==> src/rtl/serial_alu_pkg.sv <==
// Shared ALU operation codes and small helpers for the execute-stage ALU.
package serial_alu_pkg;

  localparam int ALU_OP_W = 4;

  localparam logic [ALU_OP_W-1:0] alu_ADD = 4'd0;
  localparam logic [ALU_OP_W-1:0] alu_SUB = 4'd1;
  localparam logic [ALU_OP_W-1:0] alu_AND = 4'd2;
  localparam logic [ALU_OP_W-1:0] alu_OR  = 4'd3;
  localparam logic [ALU_OP_W-1:0] alu_XOR = 4'd4;
  localparam logic [ALU_OP_W-1:0] alu_LLS = 4'd5;
  localparam logic [ALU_OP_W-1:0] alu_LRS = 4'd6;
  localparam logic [ALU_OP_W-1:0] alu_BEQ = 4'd7;
  localparam logic [ALU_OP_W-1:0] alu_BNE = 4'd8;
  localparam logic [ALU_OP_W-1:0] alu_BLT = 4'd9;
  localparam logic [ALU_OP_W-1:0] alu_BGE = 4'd10;

  // True for the two ops that go through the serial shifter.
  function automatic logic is_shift(input logic [ALU_OP_W-1:0] op);
    return (op == alu_LLS) || (op == alu_LRS);
  endfunction

endpackage

==> src/rtl/serial_alu_single_cycle.sv <==
// Combinational single-cycle ALU: logic, add/sub and branch compares.
module alu_single_cycle
  import serial_alu_pkg::*;
#(
  parameter int XLEN = 32
) (
  input  logic [ALU_OP_W-1:0] alu_op,
  input  logic [XLEN-1:0]     a,
  input  logic [XLEN-1:0]     b,
  output logic [XLEN-1:0]     result,
  output logic                bcond
);

  logic signed [XLEN-1:0] a_s;
  logic signed [XLEN-1:0] b_s;

  assign a_s = a;
  assign b_s = b;

  // Decode the op; branch ops produce a zero result and only drive bcond.
  always_comb begin
    result = '0;
    bcond  = 1'b0;
    case (alu_op)
      alu_ADD: result = a + b;
      alu_SUB: result = a - b;
      alu_AND: result = a & b;
      alu_OR:  result = a | b;
      alu_XOR: result = a ^ b;
      alu_BEQ: bcond  = (a == b);
      alu_BNE: bcond  = (a != b);
      alu_BLT: bcond  = (a_s < b_s);
      alu_BGE: bcond  = (a_s >= b_s);
      default: begin
        result = '0;
        bcond  = 1'b0;
      end
    endcase
  end

endmodule

==> src/rtl/serial_alu.sv <==
// Execute-stage ALU with valid/ready handshake; single-cycle ops plus a
// one-bit-per-cycle serial shifter that stalls the input while busy.
module serial_alu
  import serial_alu_pkg::*;
#(
  parameter int XLEN    = 32,
  parameter int SHAMT_W = 5
) (
  input  logic                clk,
  input  logic                reset,
  input  logic                in_valid,
  output logic                in_ready,
  input  logic [ALU_OP_W-1:0] alu_op,
  input  logic [XLEN-1:0]     in_a,
  input  logic [XLEN-1:0]     in_b,
  input  logic                flush,
  output logic                out_valid,
  input  logic                out_ready,
  output logic [XLEN-1:0]     alu_result,
  output logic                alu_bcond
);

  localparam logic [1:0] ST_IDLE  = 2'd0;
  localparam logic [1:0] ST_SHIFT = 2'd1;
  localparam logic [1:0] ST_DONE  = 2'd2;

  localparam logic [SHAMT_W-1:0] CNT_ONE = {{(SHAMT_W-1){1'b0}}, 1'b1};

  logic [1:0]         state_q,     state_d;
  logic [XLEN-1:0]    shreg_q,     shreg_d;
  logic [SHAMT_W-1:0] cnt_q,       cnt_d;
  logic               dir_right_q, dir_right_d;
  logic [XLEN-1:0]    result_q,    result_d;
  logic               bcond_q,     bcond_d;
  logic               out_valid_q, out_valid_d;

  logic [XLEN-1:0]    sc_result;
  logic               sc_bcond;
  logic [XLEN-1:0]    shifted;
  logic [SHAMT_W-1:0] shamt;
  logic               accept;

  alu_single_cycle #(.XLEN(XLEN)) u_sc (
    .alu_op (alu_op),
    .a      (in_a),
    .b      (in_b),
    .result (sc_result),
    .bcond  (sc_bcond)
  );

  assign shamt    = in_b[SHAMT_W-1:0];
  assign in_ready = (state_q == ST_IDLE) || ((state_q == ST_DONE) && out_ready);
  assign accept   = in_valid && in_ready;
  assign shifted  = dir_right_q ? (shreg_q >> 1) : (shreg_q << 1);

  // Next-state logic: flush overrides everything, DONE with out_ready
  // behaves as IDLE so a back-to-back accept needs no bubble.
  always_comb begin
    state_d     = state_q;
    shreg_d     = shreg_q;
    cnt_d       = cnt_q;
    dir_right_d = dir_right_q;
    result_d    = result_q;
    bcond_d     = bcond_q;
    if (flush) begin
      state_d = ST_IDLE;
      cnt_d   = '0;
    end else begin
      case (state_q)
        ST_IDLE, ST_DONE: begin
          if ((state_q == ST_DONE) && out_ready) begin
            state_d = ST_IDLE;
          end
          if (accept) begin
            if (is_shift(alu_op)) begin
              shreg_d     = in_a;
              cnt_d       = shamt;
              dir_right_d = (alu_op == alu_LRS);
              if (shamt == '0) begin
                result_d = in_a;
                bcond_d  = 1'b0;
                state_d  = ST_DONE;
              end else begin
                state_d  = ST_SHIFT;
              end
            end else begin
              result_d = sc_result;
              bcond_d  = sc_bcond;
              state_d  = ST_DONE;
            end
          end
        end
        ST_SHIFT: begin
          shreg_d = shifted;
          cnt_d   = cnt_q - CNT_ONE;
          if (cnt_q == CNT_ONE) begin
            result_d = shifted;
            bcond_d  = 1'b0;
            state_d  = ST_DONE;
          end
        end
        default: begin
          state_d = ST_IDLE;
          cnt_d   = '0;
        end
      endcase
    end
    out_valid_d = (state_d == ST_DONE);
  end

  // State, shifter, counter and registered outputs.
  always_ff @(posedge clk or negedge reset) begin
    if (!reset) begin
      state_q     <= ST_IDLE;
      shreg_q     <= '0;
      cnt_q       <= '0;
      dir_right_q <= 1'b0;
      result_q    <= '0;
      bcond_q     <= 1'b0;
      out_valid_q <= 1'b0;
    end else begin
      state_q     <= state_d;
      shreg_q     <= shreg_d;
      cnt_q       <= cnt_d;
      dir_right_q <= dir_right_d;
      result_q    <= result_d;
      bcond_q     <= bcond_d;
      out_valid_q <= out_valid_d;
    end
  end

  assign out_valid  = out_valid_q;
  assign alu_result = result_q;
  assign alu_bcond  = bcond_q;

endmodule

==> config.mk <==
export PLATFORM = sky130hd
export DESIGN_NAME = serial_alu
export DESIGN_NICKNAME = d
export VERILOG_FILES = /design/src/rtl/serial_alu_pkg.sv /design/src/rtl/serial_alu_single_cycle.sv /design/src/rtl/serial_alu.sv
export SDC_FILE = /design/constraint.sdc
export NUM_CORES = 1
export LEC_CHECK = 0
export CAP_MARGIN = 40
export CORE_ASPECT_RATIO = 1.25
export CORE_MARGIN = 4
export CORE_UTILIZATION = 30
export CTS_BUF_LIST = sky130_fd_sc_hd__clkbuf_8
export CTS_CLUSTER_DIAMETER = 120
export CTS_CLUSTER_SIZE = 14
export DETAILED_ROUTE_END_ITERATION = 10
export SYNTH_ARGS = -nofsm -noshare
export SYNTH_HDL_FRONTEND = slang
export SYNTH_HIERARCHICAL = 1
export SYNTH_SLANG_ARGS = --single-unit
export TNS_END_PERCENT = 30
==> constraint.sdc <==
create_clock -name clk -period 2.2 [get_ports clk]
set_clock_uncertainty 0.15 [all_clocks]
set_input_delay 0.44 -clock clk [delete_from_list [all_inputs] [get_ports clk]]
set_output_delay 0.44 -clock clk [all_outputs]
set_load 0.1 [all_outputs]
==> results.ini <==
[status]
status = complete, but fails checks
violations = setup timing

[synth]
syn_nets = 1414
ys_ff_latch = 74
synth-main-ff-cell = dfrtp_1
synthDistinctLibCells = 93
synth_edf_count = 0
synth_area_sq_um = 9700
syn_inst = 1241
ys_seq_area_frac = 0.191
async_flop_share = 1.00
yosysWarnings = 6
avgSynthCellArea_sq_um = 7.82

[critical_path]
worst-path-buf-inv = 2
critPathSlowestCell = fa_2
worstPathRequired_ps = 2320
crit_path_max_incr_delay_ps = 360
cp_top_family = compound AO/OA/AOI/OAI gates
criticalPathCategory = input port to register
worstSetupEndpointType = register
critPathArrivalTime_ps = 3370
critPathMaxFanout = 3
crit_chain = buf_8 > ha_4 > fa_2 > a211oi_2 > o21ai_1 > a21oi_2 > buf_4 > or2b_1 > a21oi_2 > o21ai_1 > mux2i_1 > mux2_2 > a211o_1 > a211o_1 > o311ai_1 > mux2i_1
start_kind = input port

[drt]
firstDrtPassIters = 5
viasPerCell = 5.28
drt_iter0_markers = 586
drc_errors = 0
routed_wirelength_mm = 37.0
drtAntennaViolNets = 0
vias = 10900
wl_per_cell_microns = 17.9

[cts]
root_buffer = clkbuf_8
numCtsBuffers = 9
htree_levels = 3
cts_max_path_buffers = 2
clkTransAtPathRegs_ps = 80
tritoncts = done
cts_sinks = 74
clkLatencyLatePin_ps = 390

[power]
clockPowerShare = 0.127
power_per_cell_area_nw_per_um2 = 552
irDropWorstVdd_mv = 0.410
leakagePower_nw = 7.05
p_int_mw = 4.29
p_switching_mw = 4.20
swShare = 0.494
combPwrFrac = 0.632
power_frac_seq = 0.241

[sta]
fin_ws_ps = -1050
max_freq_ghz = 0.308
drv_slew = 0
hold_violations = 0
setup_viol = 30
holdWs_ps = 251
tightest_slew_ps = 649
period_share = 1.48
rsz0062_at_grt = true
timing.setup.tns_ps = -21110
min_period_ps = 3250
slew_headroom = 0.564

[global_routing]
grt_pass1_vias = 11400
grt_first_pass_wirelength_mm = 59.3
grt_max_degree = 64
overflow = 0
track_usage = 0.205
antenna_found_initial = 0

[job]
drv_cap = 0

[floorplan]
dieArea_sq_um = 35300
rows = 73
core_area_sq_um = 31900
fp.dieW_microns = 169
start_util = 0.304
die_h_microns = 209
io_pins = 108

[layout]
area_growth_pct = 58.6
layout-drive-gt1-share = 0.432
final_common_cell = buf_4
mostFrequentLayoutCells = buf_4, inv_1, nand2_1
fin_nets = 1821
diodes = 0
finalInstanceArea_sq_um = 15400
nFillCells = 3029

[placement]
hpwlAfterDp_mm = 28.9
port_buffers = 107
place_area_sq_um = 13600
gp_congestion = 0.941

[min_path]
hold_path.class = input port to register

-- timing repair --
action	in CTS	in global routing
setup buffers	45	16
hold endpoints to repair	14	0
hold buffers	1	0
pin swaps	106	80
endpoints found under the setup margin	73	68
gates resized for setup	411	86
-- area by class of cell --
cell class | count | area, sq um | area share
multi-input combinational | 925 | 8130 | 0.529
clock inverter | 4 | 17.5 | 0.00114
clock buffer | 12 | 165 | 0.0107
tap | 412 | 515 | 0.0335
timing repair buffer | 480 | 4050 | 0.263
inverter | 158 | 648 | 0.0421
sequential | 74 | 1850 | 0.121
-- logic make-up (layout without fill, tap and decap cells) --
kind of cell             count (synthesis)  count (layout)  synth area share
AO/OA/AOI/OAI                          418             418             0.315
XOR/XNOR                                16              16            0.0144
adder cells (fa/ha/maj)                100             100             0.131
buffers and inverters                  242             654             0.110
flip-flops                              74              74             0.191
multiplexers                            84              84            0.0887
AND/OR/NAND/NOR                        307             307             0.151
-- final timing paths --
path	from	end	slack [ps]	cells after the start
min in group asynchronous	reset	shreg_q[2]	290	2
hold / removal	in_a[8]	shreg_q[8]	250	3
hold reg to reg	alu_result[4]	alu_result[4]	340	1
setup / recovery	in_b[0]	alu_result[16]	-1050	16
max in group asynchronous	reset	dir_right_q	1030	3
setup reg to reg	cnt_q[1]	alu_result[16]	10	7
-- power by group through the flow --
stage | registers [mW] | clock network [mW] | logic [mW]
after floorplan | 3.38 | 0 | 1.83
after global routing | 2.10 | 1.15 | 5.72
after CTS | 2.05 | 1.11 | 5.25
final | 2.05 | 1.08 | 5.37
after detailed placement | 2.07 | 0 | 4.84
after global placement | 2.06 | 0 | 4.79
-- layer usage --
metal,global-route usage,part of all wire,vias to the layer above,routed length (microns)
met4,0.0747,0.031,0,1130
met2,0.364,0.51,291,18800
li1,-,-,5290,-
met1,0.252,0.42,5250,15600
met5,0,0,-,0
met3,0.0276,0.039,81,1460
-- through the flow --
stage | worst slack [ps] | instances | power, mW | util
finish | -1050 | 2065 | 8.49 | 0.483
detailed placement | -2060 | 1997 | 6.91 | 0.427
floorplan | -1070 | 1241 | 5.21 | -
global placement | -2070 | 1997 | 6.85 | 0.427
CTS | -1030 | 2056 | 8.42 | 0.472
global route | -1230 | 2065 | 8.97 | 0.483
-- state kept, by name, summed over array words and instances (netlist names) --
register     flops
out_valid        1
alu_bcond        1
state_q          2
shreg_q         32
dir_right_q      1
cnt_q            5
alu_result      32
-- tightest hold or removal path, stage by stage --
cell and delay (ps):
buf_6 90, o21ai_0 80, mux2i_1 130
-- Yosys cell counts, types with 6 or more instances --
library cell | instances | area [sq um]
o21ai_0 | 76 | 380
clkbuf_1 | 47 | 176
a31oi_1 | 8 | 50.1
nor2_1 | 91 | 342
o21a_1 | 7 | 52.6
o311ai_0 | 13 | 114
o211ai_1 | 53 | 398
dfrtp_1 | 74 | 1850
a211oi_1 | 9 | 67.6
xnor2_1 | 14 | 123
ha_1 | 98 | 1230
nor3_1 | 14 | 70.1
o21ai_1 | 8 | 40.0
mux2_1 | 11 | 124
nand2b_1 | 10 | 62.6
nand4_1 | 7 | 43.8
o31ai_1 | 6 | 45.0
a22oi_1 | 7 | 52.6
a21oi_1 | 68 | 340
nor2b_1 | 17 | 106
a211o_1 | 33 | 289
buf_1 | 7 | 26.3
buf_2 | 10 | 50.1
nor4_1 | 11 | 68.8
inv_1 | 152 | 571
a21o_1 | 16 | 120
nand2_1 | 97 | 364
o311ai_1 | 17 | 149
o22ai_1 | 6 | 37.5
o221ai_1 | 6 | 52.6
mux2i_1 | 71 | 711
nand3_1 | 23 | 115
a221oi_1 | 10 | 87.6
o21bai_1 | 19 | 143
buf_6 | 10 | 113
No activity file was read; power rests on OpenSTA's default activity.
